--- src/rtl/config_bank_axil.sv ---
// config_bank_axil: AXI4-Lite slave front-end for a banked configuration space.
//
// Writes are decoded into NUM_REGIONS independent config channels, each with a
// local register index, raw write data and byte strobes. Reads are forwarded to
// the owning region as a one-cycle request, and the region answers with a
// one-cycle response. A response that does not arrive within RD_TIMEOUT cycles
// completes the read with SLVERR. Out-of-range accesses complete with SLVERR.
//
// Ports:
//   clk, rst                     clock, asynchronous active-high reset
//   s_axil_aw*/w*/b*             AXI4-Lite write address, data and response
//   s_axil_ar*/r*                AXI4-Lite read address and data
//   cfg_valid/addr/data/strb     per-region write pulse with its payload
//   rd_req_valid/addr            per-region read request pulse with local index
//   rd_resp_valid/data           per-region read response from the region
module config_bank_axil #(
    parameter int DATA_BITS   = 64,
    parameter int ADDR_BITS   = 64,
    parameter int NUM_REGIONS = 4,
    parameter int REGION_REGS = 16,
    parameter int PIPE_LEVELS = 1,
    parameter int RD_TIMEOUT  = 255
) (
    input  logic                               clk,
    input  logic                               rst,
    input  logic                               s_axil_awvalid,
    output logic                               s_axil_awready,
    input  logic [ADDR_BITS-1:0]               s_axil_awaddr,
    input  logic                               s_axil_wvalid,
    output logic                               s_axil_wready,
    input  logic [DATA_BITS-1:0]               s_axil_wdata,
    input  logic [DATA_BITS/8-1:0]             s_axil_wstrb,
    output logic                               s_axil_bvalid,
    input  logic                               s_axil_bready,
    output logic [1:0]                         s_axil_bresp,
    input  logic                               s_axil_arvalid,
    output logic                               s_axil_arready,
    input  logic [ADDR_BITS-1:0]               s_axil_araddr,
    output logic                               s_axil_rvalid,
    input  logic                               s_axil_rready,
    output logic [DATA_BITS-1:0]               s_axil_rdata,
    output logic [1:0]                         s_axil_rresp,
    output logic [NUM_REGIONS-1:0]             cfg_valid,
    output logic [NUM_REGIONS*$clog2(REGION_REGS)-1:0] cfg_addr,
    output logic [NUM_REGIONS*DATA_BITS-1:0]   cfg_data,
    output logic [NUM_REGIONS*DATA_BITS/8-1:0] cfg_strb,
    output logic [NUM_REGIONS-1:0]             rd_req_valid,
    output logic [NUM_REGIONS*$clog2(REGION_REGS)-1:0] rd_req_addr,
    input  logic [NUM_REGIONS-1:0]             rd_resp_valid,
    input  logic [NUM_REGIONS*DATA_BITS-1:0]   rd_resp_data
);
    localparam int ADDR_LSB  = $clog2(DATA_BITS/8);
    localparam int LOC_BITS  = $clog2(REGION_REGS);
    localparam int IDX_BITS  = $clog2(NUM_REGIONS*REGION_REGS);
    localparam int STRB_BITS = DATA_BITS/8;
    localparam int HI_LSB    = ADDR_LSB + IDX_BITS;
    localparam int CNT_BITS  = $clog2(RD_TIMEOUT+1);

    localparam logic [1:0] RESP_OKAY   = 2'b00;
    localparam logic [1:0] RESP_SLVERR = 2'b10;

    // ---------------- address decode ----------------
    logic [IDX_BITS-1:0] aw_idx, aw_region, ar_idx, ar_region;
    logic [LOC_BITS-1:0] aw_local, ar_local;
    logic                aw_ok, ar_ok;

    assign aw_idx    = s_axil_awaddr[ADDR_LSB +: IDX_BITS];
    assign ar_idx    = s_axil_araddr[ADDR_LSB +: IDX_BITS];
    assign aw_region = aw_idx >> LOC_BITS;
    assign ar_region = ar_idx >> LOC_BITS;
    assign aw_local  = aw_idx[LOC_BITS-1:0];
    assign ar_local  = ar_idx[LOC_BITS-1:0];
    // The region compare only matters when NUM_REGIONS is not a power of two.
    assign aw_ok = ((s_axil_awaddr >> HI_LSB) == '0) && (aw_region < IDX_BITS'(NUM_REGIONS));
    assign ar_ok = ((s_axil_araddr >> HI_LSB) == '0) && (ar_region < IDX_BITS'(NUM_REGIONS));

    // Byte-offset bits carry no meaning in a register-granular map.
    logic unused_addr_lsbs;
    assign unused_addr_lsbs = &{1'b0, s_axil_awaddr[ADDR_LSB-1:0], s_axil_araddr[ADDR_LSB-1:0]};

    // ---------------- write FSM ----------------
    typedef enum logic {W_IDLE, W_RESP} w_state_t;
    w_state_t   w_state_reg, w_state_next;
    logic [1:0] bresp_reg, bresp_next;
    logic       w_hs, w_pulse;

    always_ff @(posedge clk or posedge rst) begin
        if (rst) begin
            w_state_reg <= W_IDLE;
            bresp_reg   <= RESP_OKAY;
        end else begin
            w_state_reg <= w_state_next;
            bresp_reg   <= bresp_next;
        end
    end

    always_comb begin
        w_state_next = w_state_reg;
        bresp_next   = bresp_reg;
        w_hs         = 1'b0;
        case (w_state_reg)
            W_IDLE: begin
                // Address and data are only ever accepted together.
                if (s_axil_awvalid && s_axil_wvalid) begin
                    w_hs         = 1'b1;
                    w_state_next = W_RESP;
                    bresp_next   = aw_ok ? RESP_OKAY : RESP_SLVERR;
                end
            end
            W_RESP:  if (s_axil_bready) w_state_next = W_IDLE;
            default: w_state_next = W_IDLE;
        endcase
    end

    assign s_axil_awready = w_hs && !rst;
    assign s_axil_wready  = w_hs && !rst;
    assign s_axil_bvalid  = (w_state_reg == W_RESP);
    assign s_axil_bresp   = bresp_reg;
    assign w_pulse        = w_hs && aw_ok && (|s_axil_wstrb);

    // ---------------- read FSM ----------------
    typedef enum logic [1:0] {R_IDLE, R_WAIT, R_RESP} r_state_t;
    r_state_t             r_state_reg, r_state_next;
    logic [IDX_BITS-1:0]  rd_region_reg, rd_region_next;
    logic [CNT_BITS-1:0]  cnt_reg, cnt_next;
    logic [DATA_BITS-1:0] rdata_reg, rdata_next, resp_data;
    logic [1:0]           rresp_reg, rresp_next;
    logic [NUM_REGIONS-1:0] resp_hit;
    logic                 r_hs, r_pulse;

    always_ff @(posedge clk or posedge rst) begin
        if (rst) begin
            r_state_reg   <= R_IDLE;
            rd_region_reg <= '0;
            cnt_reg       <= '0;
            rdata_reg     <= '0;
            rresp_reg     <= RESP_OKAY;
        end else begin
            r_state_reg   <= r_state_next;
            rd_region_reg <= rd_region_next;
            cnt_reg       <= cnt_next;
            rdata_reg     <= rdata_next;
            rresp_reg     <= rresp_next;
        end
    end

    // Only the region that owns the outstanding read may complete it.
    always_comb begin
        resp_data = '0;
        for (int r = 0; r < NUM_REGIONS; r++) begin
            if (resp_hit[r]) resp_data = rd_resp_data[r*DATA_BITS +: DATA_BITS];
        end
    end

    always_comb begin
        r_state_next   = r_state_reg;
        rd_region_next = rd_region_reg;
        cnt_next       = cnt_reg;
        rdata_next     = rdata_reg;
        rresp_next     = rresp_reg;
        r_hs           = 1'b0;
        case (r_state_reg)
            R_IDLE: begin
                if (s_axil_arvalid) begin
                    r_hs           = 1'b1;
                    rd_region_next = ar_region;
                    cnt_next       = '0;
                    if (ar_ok) begin
                        r_state_next = R_WAIT;
                    end else begin
                        r_state_next = R_RESP;
                        rresp_next   = RESP_SLVERR;
                        rdata_next   = '0;
                    end
                end
            end
            R_WAIT: begin
                // A response in the timeout cycle still wins.
                if (|resp_hit) begin
                    rdata_next   = resp_data;
                    rresp_next   = RESP_OKAY;
                    r_state_next = R_RESP;
                end else if (cnt_reg == CNT_BITS'(RD_TIMEOUT-1)) begin
                    rdata_next   = '0;
                    rresp_next   = RESP_SLVERR;
                    r_state_next = R_RESP;
                end else begin
                    cnt_next = cnt_reg + 1'b1;
                end
            end
            R_RESP:  if (s_axil_rready) r_state_next = R_IDLE;
            default: r_state_next = R_IDLE;
        endcase
    end

    assign s_axil_arready = (r_state_reg == R_IDLE) && !rst;
    assign s_axil_rvalid  = (r_state_reg == R_RESP);
    assign s_axil_rdata   = rdata_reg;
    assign s_axil_rresp   = rresp_reg;
    assign r_pulse        = r_hs && ar_ok;

    // ---------------- per-region selects ----------------
    logic [NUM_REGIONS-1:0] w_sel, r_sel;
    genvar gi;
    generate
        for (gi = 0; gi < NUM_REGIONS; gi++) begin : g_region
            assign w_sel[gi]    = w_pulse && (aw_region == IDX_BITS'(gi));
            assign r_sel[gi]    = r_pulse && (ar_region == IDX_BITS'(gi));
            assign resp_hit[gi] = rd_resp_valid[gi] && (r_state_reg == R_WAIT)
                                  && (rd_region_reg == IDX_BITS'(gi));
        end
    endgenerate

    // ---------------- outgoing pipelines ----------------
    // Stage 0 is loaded at the handshake edge; stages 1..PIPE_LEVELS only add
    // delay so the channel can be floorplanned across an SLR boundary.
    logic [NUM_REGIONS-1:0]           wp_vld_reg  [0:PIPE_LEVELS];
    logic [NUM_REGIONS*LOC_BITS-1:0]  wp_addr_reg [0:PIPE_LEVELS];
    logic [NUM_REGIONS*DATA_BITS-1:0] wp_data_reg [0:PIPE_LEVELS];
    logic [NUM_REGIONS*STRB_BITS-1:0] wp_strb_reg [0:PIPE_LEVELS];
    logic [NUM_REGIONS-1:0]           rp_vld_reg  [0:PIPE_LEVELS];
    logic [NUM_REGIONS*LOC_BITS-1:0]  rp_addr_reg [0:PIPE_LEVELS];

    always_ff @(posedge clk or posedge rst) begin
        if (rst) begin
            for (int s = 0; s <= PIPE_LEVELS; s++) begin
                wp_vld_reg[s]  <= '0;
                wp_addr_reg[s] <= '0;
                wp_data_reg[s] <= '0;
                wp_strb_reg[s] <= '0;
                rp_vld_reg[s]  <= '0;
                rp_addr_reg[s] <= '0;
            end
        end else begin
            wp_vld_reg[0] <= w_sel;
            rp_vld_reg[0] <= r_sel;
            for (int r = 0; r < NUM_REGIONS; r++) begin
                if (w_sel[r]) begin
                    wp_addr_reg[0][r*LOC_BITS +: LOC_BITS]   <= aw_local;
                    wp_data_reg[0][r*DATA_BITS +: DATA_BITS] <= s_axil_wdata;
                    wp_strb_reg[0][r*STRB_BITS +: STRB_BITS] <= s_axil_wstrb;
                end
                if (r_sel[r]) rp_addr_reg[0][r*LOC_BITS +: LOC_BITS] <= ar_local;
            end
            for (int s = 1; s <= PIPE_LEVELS; s++) begin
                wp_vld_reg[s]  <= wp_vld_reg[s-1];
                wp_addr_reg[s] <= wp_addr_reg[s-1];
                wp_data_reg[s] <= wp_data_reg[s-1];
                wp_strb_reg[s] <= wp_strb_reg[s-1];
                rp_vld_reg[s]  <= rp_vld_reg[s-1];
                rp_addr_reg[s] <= rp_addr_reg[s-1];
            end
        end
    end

    assign cfg_valid    = wp_vld_reg[PIPE_LEVELS];
    assign cfg_addr     = wp_addr_reg[PIPE_LEVELS];
    assign cfg_data     = wp_data_reg[PIPE_LEVELS];
    assign cfg_strb     = wp_strb_reg[PIPE_LEVELS];
    assign rd_req_valid = rp_vld_reg[PIPE_LEVELS];
    assign rd_req_addr  = rp_addr_reg[PIPE_LEVELS];

endmodule
--- config.mk ---
export PLATFORM = sky130hd
export DESIGN_NAME = config_bank_axil
export DESIGN_NICKNAME = d
export VERILOG_FILES = /design/src/rtl/config_bank_axil.sv
export SDC_FILE = /design/constraint.sdc
export NUM_CORES = 1
export LEC_CHECK = 0
export CORE_AREA = 2 2 337 339
export CTS_CLUSTER_SIZE = 12
export DETAILED_ROUTE_END_ITERATION = 10
export DIE_AREA = 0 0 339 341
export PLACE_DENSITY = 0.58
export SYNTH_ARGS = -nofsm -noshare
export SYNTH_HDL_FRONTEND = slang
export SYNTH_SLANG_ARGS = --single-unit
--- constraint.sdc ---
create_clock -name clk -period 25 [get_ports clk]
set_input_delay 3.75 -clock clk [delete_from_list [all_inputs] [get_ports clk]]
set_output_delay 3.75 -clock clk [all_outputs]
set_load 0.01 [all_outputs]
==> summary by stage, run 1 <==
Min path
In this run the worst hold path is classified as reg -> reg.

CTS
The buffer depth of the longest clock path is 3. The TritonCTS buffer count is 83. The number of gates resized after cts is 0. The cts-stage hold buffer count is 0.

The clock tree from TritonCTS is done. Clock-pin slew was measured on the worst setup and hold paths at 0.05 ns. Clock tree synthesis found a total of 735 sinks.

The buffer cell driving the clock tree root is clkbuf_16. The total number of H-tree levels is 3. Buffers added to address setup during post-CTS repair amount to 0. The insertion delay to the later sink of the worst-skew pair is 0.65 ns.

Placement
The post-detailed-placement cell area is 35300 sq um. Buffers placed on the I/O ports in this run total 859. After legalization and detailed placement, the total HPWL measured 70.8 mm. Timing analysis after detailed placement gives a worst setup slack of 15.48 ns. The number of placed instances, taps included, is 3777.

At the end of routability-driven placement, the weighted congestion stood at 0.879.

GRT
The met1 demand-to-capacity share in global routing is 17.9%. The via count of the first global-routing pass is 17400. For this run, the total global-route usage over all layers was measured as 15.8%. The busiest layer in global routing is met2. The largest net degree at the start of global routing is 104.

The first global-routing pass estimated 131 mm of wire. For this run the aggregate overflow at the end of global routing stands at 0. In the global route stage, met3 resource usage came out at 7.89%. For this run, global-route usage on met2 was measured as 25.8%. The initial antenna violation count was 31.

Timing
The worst hold slack across all endpoints is 0.337 ns. The clock arrives with 0.0531 ns of skew. The max-slew headroom at the worst pin is 20.3%. The count of endpoints failing hold in the final timing report is 0. The final cycle utilization of the critical path is 37.8%.

The clock period minus final worst setup slack is 9.45 ns. Setup repair after global routing left no endpoint under its margin. Timing would allow up to 106 MHz. Setup violations remaining at the end of the flow were counted as 0. For the final routed database, the setup TNS stands at 0 ns. The total count of max-transition violations in the final report came to 0.

The final worst-path setup slack is 15.55 ns. For the pin with the worst max-slew slack, the measured transition is 1.19 ns.

Floorplanning
The placement row count is 123. The initial core utilization is 24.5%. After floorplanning, the core was sized to cover 112000 sq um. The die covers 116000 sq um. The number of top-level pins is 868.

The overall die height is 341 um. The die is 339 um wide.

Worst setup path
The largest individual stage delay along the critical path comes from the cell clkdlybuf4s50_1. The critical path goes through clkdlybuf4s50_1 -> nor3_1 -> clkdlybuf4s50_1. The number of buffers and inverters on the critical path is 2. The largest stage delay on the critical path is 0.81 ns. The worst setup path is launched from a primary input. The largest driver fanout on the critical path is 3.

For the worst setup path, the data required time is 21.25 ns. Data arrives at the worst endpoint at 5.70 ns. The cell family contributing the most delay on the critical path is buffers and inverters.

STA classifies the critical path endpoint as an output pin. The critical path is of the in -> out type. By instance count, the cell type seen most on the critical path is clkdlybuf4s50_1.

Run
The tool flagged a number of max-cap violations equal to 0.

Power
The power density normalized to cell area is 66.3 nW/um^2. The cell-internal power is 1.96 mW. After layout, the design draws a total of 2.52 mW. Net switching is 22.2% of the power.

The analysis attributes to cell leakage a power of 17.2 nW. The share of total power dissipated in sequential elements is 47.4%. The clock network is responsible for 47.6% of the overall power.

The peak supply drop is 0.0473 mV. The analysis attributes to net switching a power of 0.560 mW. In this run, the combinational gates consume 5.1% of the power.

Synth
Sorting the synthesized cells by area gives the leading types as dfrtp_1, mux2_2, buf_4. In this run, synthesis inferred 0 flip-flops with an integrated enable. The portion of synthesized cell area occupied by the leading cell type is 67.0%. The dominant synthesized flop cell is dfrtp_1.

The number of flip-flops and latches in the synthesized netlist is 735. Summing the sequential cell areas from Yosys gives 67.0% of the chip area. The cell area after synthesis is 27400 sq um. Summed over all instances, the cell type with the most area after synthesis is dfrtp_1. The fraction of registers with async set/reset is 100%. The number of warnings printed during yosys synthesis is 0. Yosys mapped the design onto 43 distinct sky130hd cell types. Synthesis handed over a netlist of 1805 instances. The average cell area after synthesis is 15.2 sq um.

Route
The detailed router's first-iteration violation count is 1166. The number of detailed-routing iterations run before antenna repair is 4. After detailed routing, the number of remaining DRC violations is 0.

The final antenna-violating net count is 0. The average wire per cell in the routed design is 23.9 um. The detailed router placed 16800 vias in this run. Dividing the detail-routed via count by the number of cells gives 4.26. The aggregate routed wire length is 93.9 mm.

Finish
The area growth from synthesis to layout is 38.6%. Leaving out fill and tap cells, the most frequent cells in the layout are clkdlybuf4s50_1, dfrtp_1, mux2_2. The most common cell after layout, fill and taps aside is clkdlybuf4s50_1. For this run, the post-layout net count is 2831. The ratio of cells with drive above 1 in the final layout is 18.3%.

The final core area utilization is 34.0%. Once layout is complete, the cells apart from fillers number 3935. The finished cells cover 38000 sq um.

Run status
The run finished with clean final reports.
## Yosys cell counts (2+ instances only)
master     count
nor4_1        35
buf_2         22
xnor2_1        5
nand3b_1       2
inv_1          7
mux2_1        40
o221ai_1      64
nand4_1        7
o2bb2ai_1     64
mux2i_1        2
mux2_2       284
clkbuf_1      46
nor4b_1        2
dfrtp_1      735
and3_1         3
or4_1          4
nand4b_1       2
nand3_1        4
or2_2          3
a221oi_1      64
nor3_1         8
o21ai_0        5
nand2_1        7
buf_1          9
nand2b_1       5
or3_1          4
buf_6          4
buf_4        333
ha_1           2
nor2_1        20
## routing by layer
metal,vias to the layer above,wire (um),part of all wire [%]
met4,18,2870,3.1
met2,730,44700,48
met1,8590,34900,37
met5,-,112,0.12
li1,7280,-,-
met3,157,11400,12
## area by class of cell
cell class | count | area [sq um]
clock buffers | 124 | 2390
well taps | 1500 | 1880
diodes | 10 | 25.0
repair buffers | 885 | 8790
clock inverters | 24 | 330
inverters | 7 | 33.8
multi-input cells | 650 | 6200
flip-flops and latches | 735 | 18400
fillers | 10900 | 73800
## cells by family (layout without fill, tap and decap cells)
group / Yosys count / after routing / synth area share (%)
AND/OR/NAND/NOR: 113 / 113 / 2.45
buffers and inverters: 421 / 1040 / 10.5
adder cells (fa/ha/maj): 2 / 2 / 0.0912
multiplexers: 326 / 326 / 13.4
AO/OA/AOI/OAI: 202 / 202 / 6.37
flip-flops: 735 / 735 / 67.0
XOR/XNOR: 5 / 5 / 0.160
other: 1 / 12 / 0.0137
## power by group through the flow
stage | clock, mW | combinational (mW) | sequential, mW
finish | 1.20 | 0.128 | 1.19
global route | 1.29 | 0.139 | 1.19
CTS | 1.24 | 0.131 | 1.19
detailed placement | 0 | 0.131 | 1.22
global placement | 0 | 0.130 | 1.22
floorplan | 0 | 0.0282 | 1.22
## worst paths after layout
path                       depth (start not counted)                         from                           end  slack, ns
hold / removal                                     0  rp_addr_reg[30]$_DFFE_PP0P_     rd_req_addr[14]$_DFF_PP0_       0.34
hold reg to reg                                    0  rp_addr_reg[30]$_DFFE_PP0P_     rd_req_addr[14]$_DFF_PP0_       0.34
setup reg to reg                                   6      s_axil_bvalid$_DFF_PP0_  wp_data_reg[467]$_DFFE_PP0P_      21.70
min in group asynchronous                          2                          rst    r_state_reg[1]$_DFFE_PP0P_       4.17
setup / recovery                                   3                          rst                s_axil_arready      15.55
max in group asynchronous                          6                          rst  wp_data_reg[307]$_DFFE_PP0P_      16.88
Power figures use the tool's default switching activity.
==> run 2: changes to the inputs <==
==> config.mk (replaced) <==
export PLATFORM = sky130hd
export DESIGN_NAME = config_bank_axil
export DESIGN_NICKNAME = d
export VERILOG_FILES = /design/src/rtl/config_bank_axil.sv
export SDC_FILE = /design/constraint.sdc
export NUM_CORES = 1
export LEC_CHECK = 0
export CORE_AREA = 2 2 338 340
export CTS_CLUSTER_SIZE = 12
export DETAILED_ROUTE_END_ITERATION = 10
export DIE_AREA = 0 0 340 342
export PLACE_DENSITY = 0.56
export SYNTH_ARGS = -nofsm -noshare
export SYNTH_HDL_FRONTEND = slang
export SYNTH_SLANG_ARGS = --single-unit
==> constraint.sdc (replaced) <==
create_clock -name clk -period 9.1 [get_ports clk]
set_input_delay 1.365 -clock clk [delete_from_list [all_inputs] [get_ports clk]]
set_output_delay 1.365 -clock clk [all_outputs]
set_load 0.01 [all_outputs]
==> run 2 against run 1 <==
Utilization decreased by 0.33 points. Sequential power increased to 2.8 times the previous value. Non-clock buffer count decreased by 4. First-iteration DRC count decreased by 14%. Worst hold slack improved by 0.0015 ns. Register-to-register slack got worse by 16 ns. Via count decreased by 1.3%. Cell area increased by 0.11%. Total power increased to 2.8 times the previous value. Setup slack got worse by 11 ns. Sequential share of layout area decreased by 0.051 points. Critical path type unchanged. Highest routed layer unchanged.
==> summary by stage, run 2 (same netlist as run 1, synthesis figures left out) <==
Power
The peak supply drop was 0.139 mV (was 0.0473 mV). The cell-internal power is 5.42 mW (was 1.96 mW). The switching share of power came to 22.1% (was 22.2%). The power density normalized to cell area was 183 nW/um^2 (was 66.3 nW/um^2).

The static power due to leakage is 17.2 nW (about the same). The share of power burned in the clock network was 47.8% (was 47.6%). The combinational cell fraction of total power came to 5.0% (was 5.1%). The share of power burned in registers is 47.2% (was 47.4%).

The net switching power is 1.54 mW (was 0.560 mW).

Floorplanning
The die area came to 116000 sq um (about the same). The standard cell core area is 113000 sq um (was 112000 sq um). The initial core utilization is 24.3% (was 24.5%). The number of top-level pins came to 868 (unchanged). The overall die height was 342 um (was 341 um).

The die boundary width was 340 um (was 339 um). The placement row count is 124 (was 123).

CTS
The TritonCTS buffer count is 83 (unchanged). The buffer depth of the longest clock path is 3 (unchanged). The clock-pin slew on the worst setup and hold paths is 0.06 ns (was 0.05 ns).

The total number of H-tree levels came to 3 (unchanged). The clock tree from TritonCTS is done (unchanged). The buffer cell driving the clock tree root is clkbuf_16 (unchanged). The insertion delay to the later sink of the worst-skew pair is 0.66 ns (was 0.65 ns).

The post-CTS setup buffer count is 0 (unchanged). The number of sinks driven by the clock tree is 735 (unchanged). The cts-stage hold buffer count is 0 (unchanged).

The number of gates resized after cts is 0 (unchanged).

Route
The via total after detailed routing is 16600 (was 16800). The detailed-route DRC error count is 0 (unchanged). The detailed router's first-iteration violation count came to 1006 (was 1166). The final antenna-violating net count came to 0 (unchanged). The aggregate routed wire length is 80.9 mm (was 93.9 mm). The mean number of vias per cell was 4.21 (was 4.26).

The number of detailed-routing iterations run before antenna repair is 7 (was 4). The average wire per cell in the routed design was 20.6 um (was 23.9 um).

Min path
The type of the worst min-delay path is reg -> reg (unchanged).

Worst setup path
The largest stage delay on the critical path came to 0.58 ns (was 0.81 ns). The largest driver fanout on the critical path came to 5 (was 3). The endpoint kind of the worst setup timing path was an output pin (unchanged). The signal arrival time at the worst endpoint is 3.12 ns (was 5.70 ns). The data required time of the critical path is 7.74 ns (was 21.25 ns).

The kind of cell with the highest combined delay on the critical path is buffers and inverters (unchanged). The dominant cell type by count on the critical path is clkdlybuf4s50_1 (unchanged). The nature of the critical path startpoint is a primary input (unchanged). The library cell contributing the largest single delay on the critical path is clkdlybuf4s50_1 (unchanged). The number of buffers and inverters on the critical path is 2 (unchanged).

The critical setup path kind is in -> out (unchanged). Cell Chain, Critical Path: clkdlybuf4s50_1 -> nand3b_1 -> nor2_1 -> clkdlybuf4s50_1 (was clkdlybuf4s50_1 -> nor3_1 -> clkdlybuf4s50_1).

GRT
The global-route usage over all layers is 13.4% (was 15.8%). The via count of the first global-routing pass is 16800 (was 17400). The initial antenna violation count came to 9 (was 31). The largest net degree at the start of global routing is 193 (was 104). The wire length of the first global-routing pass came to 116 mm (was 131 mm).

The global route total overflow is 0 (unchanged).

Finish
Most frequent cells in the layout: clkdlybuf4s50_1, dfrtp_1, mux2_2 (unchanged). The final core area utilization was 33.7% (was 34.0%). The area added between synthesis and finish is 38.8% (was 38.6%). The count of fill cells added during filler insertion came to 11000 (was 10900). The most common cell after layout, fill and taps aside is clkdlybuf4s50_1 (unchanged). The design area is 38100 sq um (was 38000 sq um).

The ratio of cells with drive above 1 in the final layout is 18.4% (was 18.3%). The count of nets after finishing is 2827 (was 2831).

Timing
The final cycle utilization of the critical path is 49.3%. The worst-margin pin slew is 1.10 ns (was 1.19 ns). The max-slew headroom at the worst pin is 26.1% (was 20.3%). Based on the critical path, the design can be clocked at up to 223 MHz. The total count of max-transition violations in the final report was 0 (unchanged). The worst hold slack across all endpoints was 0.338 ns (was 0.337 ns). The count of endpoints failing hold in the final timing report was 0 (unchanged). The setup clock skew after layout is 0.0340 ns (was 0.0531 ns). The routed design could run at a clock period as short as 4.49 ns. Unrepaired setup endpoints after global routing: false (unchanged).

The number of endpoints failing setup at the final stage is 0 (unchanged).

Placement
The post-detailed-placement cell area is 35300 sq um (about the same). The final weighted congestion of routability-driven global placement is 0.807 (was 0.879). The detailed placement HPWL is 57.2 mm (was 70.8 mm). The quantity of I/O buffers inserted on ports came to 859 (unchanged).

Run status
Outcome: completed (unchanged).

Run
The count of maximum capacitance violations was 0 (unchanged).
-- run 2: layer usage --
metal,share of wire [%],vias to the layer above,track usage [%]
li1,-,7255,-
met1,43,8586,17.9
met2,46,613,20.1
met3,9.6,107,5.46
met4,2.0,4,3.61
met5,0.031,-,0
-- run 2: worst register-to-register path, cell delays in order, from the launching register on --
cell and delay, ns:
dfrtp_1 0.49, nand3b_1 0.53, a21o_1 0.36, nor2_1 0.24
nand4b_1 0.64, buf_4 0.60, mux2_2 0.52
-- run 2: final cells by class --
class	instances	area [sq um]	area share [%]
diodes	7	17.5	0.0460
clock buffers	116	2370	6.23
clock inverters	30	359	0.943
inverters	7	30.0	0.0789
multi-input cells	650	6190	16.3
flip-flops and latches	735	18400	48.3
well taps	1512	1890	4.97
repair buffers	881	8830	23.2
-- run 2: power groups by stage --
stage          combinational [mW]  sequential [mW]  clock [mW]
4_1_cts                     0.355             3.28        3.44
3_3_place_gp                0.354             3.34           0
5_1_grt                     0.377             3.28        3.58
6_report                    0.348             3.28        3.33
2_1_floorplan              0.0779             3.34           0
3_5_place_dp                0.353             3.34           0
-- run 2: path summary, 6_finish.rpt --
check	cells after the start	slack, ns	startpoint	endpoint
max	4	4.61	s_axil_wvalid	s_axil_wready
max reg2reg	6	5.60	s_axil_bvalid$_DFF_PP0_	wp_data_reg[344]$_DFFE_PP0P_
min in group asynchronous	2	1.44	rst	wp_data_reg[361]$_DFFE_PP0P_
min	0	0.34	wp_vld_reg[5]$_DFF_PP0_	cfg_valid[1]$_DFF_PP0_
max in group asynchronous	4	5.66	rst	wp_data_reg[290]$_DFFE_PP0P_
min reg2reg	0	0.34	wp_vld_reg[5]$_DFF_PP0_	cfg_valid[1]$_DFF_PP0_
-- run 2: stage by stage --
stage	TNS [ns]	std cells	worst slack [ns]	total power, mW
2_1_floorplan	-1717.36	1806	-2.34	3.42
3_3_place_gp	0	3785	4.06	3.69
3_5_place_dp	0	3785	4.06	3.69
4_1_cts	0	3931	4.56	7.08
5_1_grt	0	3932	4.51	7.23
6_report	0	3938	4.61	6.96
